## src/rtl/button_press_detector.sv

```systemverilog
// Pushbutton conditioner: two-flop synchronizer, four-state debounce FSM, registered press/release/level strobes.
// Optional long-press pulse is compiled in with `define BUTTON_PRESS_DETECTOR_LONG_PRESS_EN.
module button_press_detector #(
    parameter int DEBOUNCE_CYCLES   = 500_000,
    parameter int LONG_PRESS_CYCLES = 50_000_000,
    parameter int ACTIVE_LOW        = 1
) (
    input  logic i_clk,
    input  logic i_rst_n,
    input  logic i_button,
    output logic o_press,
    output logic o_release,
    output logic o_level,
    output logic o_long_press
);

    localparam int               CNT_W    = $clog2(DEBOUNCE_CYCLES);
    // Entry into a wait state already consumes one stable sample, so the last count is D-2.
    localparam logic [CNT_W-1:0] CNT_LAST = CNT_W'(DEBOUNCE_CYCLES - 2);
    localparam logic             PIN_IDLE = (ACTIVE_LOW != 0) ? 1'b1 : 1'b0;

    typedef enum logic [1:0] {
        S_IDLE         = 2'b00,
        S_PRESS_WAIT   = 2'b01,
        S_HELD         = 2'b10,
        S_RELEASE_WAIT = 2'b11
    } state_t;

    logic             sync1_r;
    logic             sync2_r;
    logic             btn_s;
    state_t           state_r;
    state_t           state_s;
    logic [CNT_W-1:0] cnt_r;
    logic [CNT_W-1:0] cnt_s;
    logic             press_s;
    logic             release_s;
    logic             level_s;
    logic             press_r;
    logic             release_r;
    logic             level_r;

    // Metastability synchronizer, reset to the inactive pin level
    always_ff @(posedge i_clk or negedge i_rst_n) begin
        if (!i_rst_n) begin
            sync1_r <= PIN_IDLE;
            sync2_r <= PIN_IDLE;
        end else begin
            sync1_r <= i_button;
            sync2_r <= sync1_r;
        end
    end

    assign btn_s = (ACTIVE_LOW != 0) ? ~sync2_r : sync2_r;

    // Debounce next-state, counter and strobe decode
    always_comb begin
        state_s   = state_r;
        cnt_s     = cnt_r;
        press_s   = 1'b0;
        release_s = 1'b0;
        level_s   = level_r;
        case (state_r)
            S_IDLE: begin
                cnt_s = {CNT_W{1'b0}};
                if (btn_s) begin
                    state_s = S_PRESS_WAIT;
                end else begin
                    state_s = S_IDLE;
                end
            end
            S_PRESS_WAIT: begin
                if (!btn_s) begin
                    state_s = S_IDLE;
                    cnt_s   = {CNT_W{1'b0}};
                end else if (cnt_r == CNT_LAST) begin
                    state_s = S_HELD;
                    cnt_s   = {CNT_W{1'b0}};
                    press_s = 1'b1;
                    level_s = 1'b1;
                end else begin
                    cnt_s = cnt_r + CNT_W'(1);
                end
            end
            S_HELD: begin
                cnt_s = {CNT_W{1'b0}};
                if (!btn_s) begin
                    state_s = S_RELEASE_WAIT;
                end else begin
                    state_s = S_HELD;
                end
            end
            S_RELEASE_WAIT: begin
                if (btn_s) begin
                    state_s = S_HELD;
                    cnt_s   = {CNT_W{1'b0}};
                end else if (cnt_r == CNT_LAST) begin
                    state_s   = S_IDLE;
                    cnt_s     = {CNT_W{1'b0}};
                    release_s = 1'b1;
                    level_s   = 1'b0;
                end else begin
                    cnt_s = cnt_r + CNT_W'(1);
                end
            end
            default: begin
                state_s = S_IDLE;
                cnt_s   = {CNT_W{1'b0}};
                level_s = 1'b0;
            end
        endcase
    end

    // FSM state, counter and registered outputs
    always_ff @(posedge i_clk or negedge i_rst_n) begin
        if (!i_rst_n) begin
            state_r   <= S_IDLE;
            cnt_r     <= {CNT_W{1'b0}};
            press_r   <= 1'b0;
            release_r <= 1'b0;
            level_r   <= 1'b0;
        end else begin
            state_r   <= state_s;
            cnt_r     <= cnt_s;
            press_r   <= press_s;
            release_r <= release_s;
            level_r   <= level_s;
        end
    end

    assign o_press   = press_r;
    assign o_release = release_r;
    assign o_level   = level_r;

`ifdef BUTTON_PRESS_DETECTOR_LONG_PRESS_EN
    localparam int                HOLD_W   = $clog2(LONG_PRESS_CYCLES) + 1;
    localparam logic [HOLD_W-1:0] HOLD_MAX = HOLD_W'(LONG_PRESS_CYCLES);

    logic [HOLD_W-1:0] hold_r;
    logic [HOLD_W-1:0] hold_s;
    logic              long_s;
    logic              long_r;

    // Hold counter: runs while held, pauses during release debounce, saturates after one pulse
    always_comb begin
        hold_s = hold_r;
        long_s = 1'b0;
        case (state_r)
            S_HELD: begin
                if (hold_r != HOLD_MAX) begin
                    hold_s = hold_r + HOLD_W'(1);
                    long_s = (hold_r == (HOLD_MAX - HOLD_W'(1))) ? 1'b1 : 1'b0;
                end else begin
                    hold_s = hold_r;
                end
            end
            S_RELEASE_WAIT: begin
                if (state_s == S_IDLE) begin
                    hold_s = {HOLD_W{1'b0}};
                end else begin
                    hold_s = hold_r;
                end
            end
            default: begin
                hold_s = {HOLD_W{1'b0}};
            end
        endcase
    end

    // Long-press counter and pulse register
    always_ff @(posedge i_clk or negedge i_rst_n) begin
        if (!i_rst_n) begin
            hold_r <= {HOLD_W{1'b0}};
            long_r <= 1'b0;
        end else begin
            hold_r <= hold_s;
            long_r <= long_s;
        end
    end

    assign o_long_press = long_r;
`else
    assign o_long_press = 1'b0;
`endif

endmodule

```

## config.mk

```make
export PLATFORM = sky130hd
export DESIGN_NAME = button_press_detector
export DESIGN_NICKNAME = d
export VERILOG_FILES = /design/src/rtl/button_press_detector.sv
export SDC_FILE = /design/constraint.sdc
export NUM_CORES = 1
export LEC_CHECK = 0
export ABC_AREA = 1
export CAP_MARGIN = 30
export CORE_ASPECT_RATIO = 1.25
export CORE_UTILIZATION = 39
export DETAILED_ROUTE_END_ITERATION = 8
export PLACE_DENSITY_LB_ADDON = 0.05
export SLEW_MARGIN = 25
export SYNTH_ARGS = -nofsm -noshare
export SYNTH_HDL_FRONTEND = slang
export SYNTH_SLANG_ARGS = --single-unit
```

## constraint.sdc

```tcl
create_clock -name i_clk -period 1.38 [get_ports i_clk]
set_input_delay 0.276 -clock i_clk [delete_from_list [all_inputs] [get_ports i_clk]]
set_output_delay 0.276 -clock i_clk [all_outputs]
set_load 0.05 [all_outputs]
```

-- Yosys cells after proc, flatten, opt, wreduce, memory -nomap -nowiden
Cells that the tools add are included.
- reductions and logical operators: 5
- add/subtract/negate cells: 1
- equal/unequal tests: 10
- multiplexer cells: 21
- operators with widths (operator ; number):
    $mux W19 ; 3
    $pmux W19 S3 ; 1
    $add A19 B1 Y19 const B ; 1
    $eq A19 B19 Y1 const B ; 1
    $mux W1 ; 11
    $mux W2 ; 4
    $ne A2 B2 Y1 const B ; 4
    $pmux W2 S4 ; 1
    $ne A3 B3 Y1 const B ; 2
    $reduce_and A5 Y1 ; 1
    $eq A2 B2 Y1 const B ; 2
    $eq A2 B1 Y1 const B ; 1
    $logic_not A2 Y1 ; 1
    $pmux W1 S2 ; 1
    $reduce_and A2 Y1 ; 1
    $reduce_bool A2 Y1 ; 1
    $reduce_or A2 Y1 ; 1
- input bits: 3
- register bits: 26

-- Longest topological paths before layout
- depth in word-level cells: 4
- mapped depth: 9

-- Worst setup path before layout
OpenSTA, ideal clock, no wires.
- kind: register -> register
- start point: register cnt_r[0]
- end point: register cnt_r[16]
- setup slack: 0.028 ns
- data arrival time: 1.233 ns
- setup time: 0.119 ns
- cell stages (with the launch flop): 9
- path through: dfrtp_1 -> ha_1 -> inv_1 -> nor2_4 -> nand3b_4 -> nor3_1 -> nand2_1 -> nand2_1 -> nor2_1
- longest elaborated chain between the ends: 4
- elaborated cells on any way between the ends: 6
- classes of those cells: add/sub: 1; eq/ne: 1; mux: 4
- ends and longest elaborated chain (what ; RTL line ; text):
    start, declared ; 34 ; logic [CNT_W-1:0] cnt_r;
    start signal, assigned ; 118 ; cnt_r <= {CNT_W{1'b0}};
    start signal, assigned ; 124 ; cnt_r <= cnt_s;
    $add A19 B1 Y19 / $eq A19 B19 Y1 (equally long branches) ; n/a ;
    $mux W19 (*) ; 76, 97 ;
    $mux W19, on equally long branches ; 94, 73 ;
    $pmux W19 S3 (*) ; 63 ; case (state_r)
    net cnt_s[16] ; 35 ; logic [CNT_W-1:0] cnt_s;
The timed path passes the listed nets; every way through them passes the cells marked *.
A chain may end at the register's enable or synchronous reset.

-- Worst setup path after layout
- start point: register cnt_r[11]
- end point: register cnt_r[9]
- longest elaborated chain between the ends: 4
- elaborated cells on any way between the ends: 5
- classes of those cells: eq/ne: 1; mux: 4
- ends and longest elaborated chain (what ; RTL line):
    $eq A19 B19 Y1 (*) ; 76, 97
    $mux W19 (*) ; 76, 97
    $mux W19, on equally long branches ; 94, 73
    $pmux W19 S3 (*) ; 63
    net cnt_s[9] ; 35
Marked as above.

==> flow_summary.yaml <==
final_layout:
  utilization: 0.573
  multiInputGateArea_um2: 802
  final_nets: 229
  drive_gt1_frac: 0.363
  most-common-layout-cells: "41 x nand2_1, 31 x nor2_1, 30 x buf_4"
  fillers: 326
  ff_latch_area_um2: 656
  num_antenna_cells: 0
  layout_commonest_cell: "nand2_1"
  area_delta_synth_final_pct: 39.4
setup_path:
  end_kind: "flop"
  cp_max_fo: 10
  crit_chain: "or2_1 > nor2_2 > nand3_2 > o21bai_4 > buf_12 > nor3_1"
  cp.arrival_ns: 1.58
  start_kind: "flop"
  path_buf_inv: 1
  reg2reg_slack_ns: -0.05
  critPathTopFamily: "simple AND/OR/NAND/NOR gates"
  crit_type: "flop to flop"
  cp_slowest_stage_delay_ns: 0.38
  cp_slowest_cell: "dfrtp_1"
  required_ns: 1.54
placement:
  io_buffers: 5
  place_congestion: 0.892
  pre_cts_ws_ns: -0.0350
  hpwl_mm: 2.43
power:
  p_per_area_mw_per_mm2: 747
  peakVddDrop_v: 0.000538
  intPower_w: 0.00120
  pwr-share-comb: 0.060
  power_switching_w: 0.000305
  p_seq_frac: 0.516
  p_total_w: 0.00150
  switching_share: 0.203
  power.share.clock: 0.424
  p_leak_nw: 0.896
sta:
  period_needed_ns: 1.43
  rsz0062_at_grt: "true"
  final.setup.tns_ns: -0.404
  finClkSkew_ns: 0.00245
  finalMaxSlewViolations: 0
  hold_viol_final: 0
  min_period_over_period: 1.03
  fmax_mhz: 702
  worst_slack_ns: -0.0452
  setup_violations: 15
die:
  fp.coreArea_mm2: 0.00351
  die_height_um: 70.0
  die_x_um: 56.4
  ios: 7
  start_util: 0.411
  fp-row-count: 24
  die-area_mm2: 0.00395
drt:
  dr.pass1.iters: 4
  drc: 0
  wire_per_inst_um: 12.7
  viasPerCell: 4.85
  vias: 1270
  antenna_left: 0
  drt_iter0_markers: 41
  wl_mm: 3.34
global_routing:
  grt_max_degree: 27
  antenna_found_initial: 0
  overflow: 0
  grt_pass1_vias: 1322
  track_usage: 0.176
  grt_first_pass_wirelength_mm: 5.57
synthesis:
  syn_inst: 183
  syn_avg_cell_area_um2: 7.89
  yosysUniqueCellTypes: 27
  syn_area_mm2: 0.00144
  synth-seq-cells: 26
  synth_nets: 188
  yosysWarnings: 0
  ys_seq_area_frac: 0.452
clock_tree:
  cts_buffers: 3
  path_clk_slew_ns: 0.09
  cts.root.buffer_cell: "clkbuf_8"
  cts_tree: "done"
  cts_buffer_depth: 2
  insertion_delay_ns: 0.27
  h-tree-depth: 1
  cts_sinks: 26
flow_run:
  timing.max_cap.violations: 0
run_status:
  violations: "negative setup slack"
  status: "finished with violations"
worst_hold_path:
  hold_class: "input port to async pin"
[cell type report]
type,count,area share
multi-input cells,136,0.398
flip-flops and latches,26,0.326
repair buffers,39,0.183
inverters,18,0.0336
well taps,39,0.0242
clock buffers,3,0.0205
clock inverters,1,0.0149
[power groups by stage]
stage | Sequential (W) | Combinational, W | Clock (W)
after floorplan | 0.000791 | 0.0000337 | 0
after global placement | 0.000791 | 0.0000863 | 0
after detailed placement | 0.000792 | 0.0000866 | 0
after CTS | 0.000777 | 0.0000874 | 0.000663
after global routing | 0.000778 | 0.000100 | 0.000690
final | 0.000777 | 0.0000896 | 0.000639
[per-stage QoR]
step / std cells / hold WS (ns) / cell area (um^2)
floorplan: 183 / -0.0196 / 1440
global placement: 250 / 0.346 / 1770
detailed placement: 250 / 0.347 / 1770
CTS: 256 / 0.357 / 1870
global route: 262 / 0.366 / 2010
finish: 262 / 0.354 / 2010
[sequential cells by signal, summed over array words and instances (netlist names), named ones only]
register and flops:
o_press 1, o_level 1, sync1_r 1, cnt_r 19, state_r 1, sync2_r 1
o_release 1
[per-layer routing]
layer | up-vias | wire [um] | GRT usage
met5 | - | 0 | 0
met4 | 0 | 38 | 0.0515
met3 | 4 | 61 | 0.0222
met2 | 14 | 1750 | 0.316
met1 | 602 | 1490 | 0.215
li1 | 650 | - | -
[worst register-to-register path, delay by kind of cell, from the launching register on]
family          cells  cell delay (ns)
flops               1             0.38
simple gates        4             0.57
buf+inv             1             0.15
compound gates      1             0.22
[cells by family after synthesis]
family / after synthesis / synth area share
AO/OA/AOI/OAI: 10 / 0.0485
XOR/XNOR: 6 / 0.0364
adder cells (fa/ha/maj): 2 / 0.0173
buffers and inverters: 21 / 0.0650
flip-flops: 26 / 0.452
other: 1 / 0.00260
AND/OR/NAND/NOR: 117 / 0.378
[repair_timing]
item                                    CTS  global route
pin swaps                                 2            13
endpoints found under the setup margin   12            20
gates resized for setup                   8            29
cloned                                    0             0
hold buffers                              0             0
buffers inserted                          2             6
[cells in the mapped netlist, drive strengths merged]
cell type / n / area (um^2)
or2: 1 / 6.26
nand2: 45 / 171
a21oi: 3 / 15.0
nor2: 48 / 205
a21boi: 1 / 7.51
nor3b: 1 / 7.51
dfstp: 2 / 52.6
dfrtp: 24 / 601
xor2: 4 / 35.0
nor3: 8 / 40.0
conb: 1 / 3.75
buf: 3 / 26.3
o21ai: 4 / 20.0
inv: 18 / 67.6
xnor2: 2 / 17.5
nand3: 8 / 50.1
ha: 2 / 25.0
o21bai: 1 / 18.8
nand3b: 2 / 40.0
a41oi: 1 / 8.76
nand4: 4 / 25.0
[final timing paths]
kind	start	to	cells past startpoint
min in group i_clk	sync1_r	sync2_r	0
worst min-delay path	i_rst_n	cnt_r[12]	2
worst min register to register	sync1_r	sync2_r	0
max in group asynchronous	i_rst_n	sync1_r	2
worst max-delay path	cnt_r[11]	cnt_r[9]	6
worst max register to register	cnt_r[11]	cnt_r[9]	6
Power figures use the tool's default switching activity.
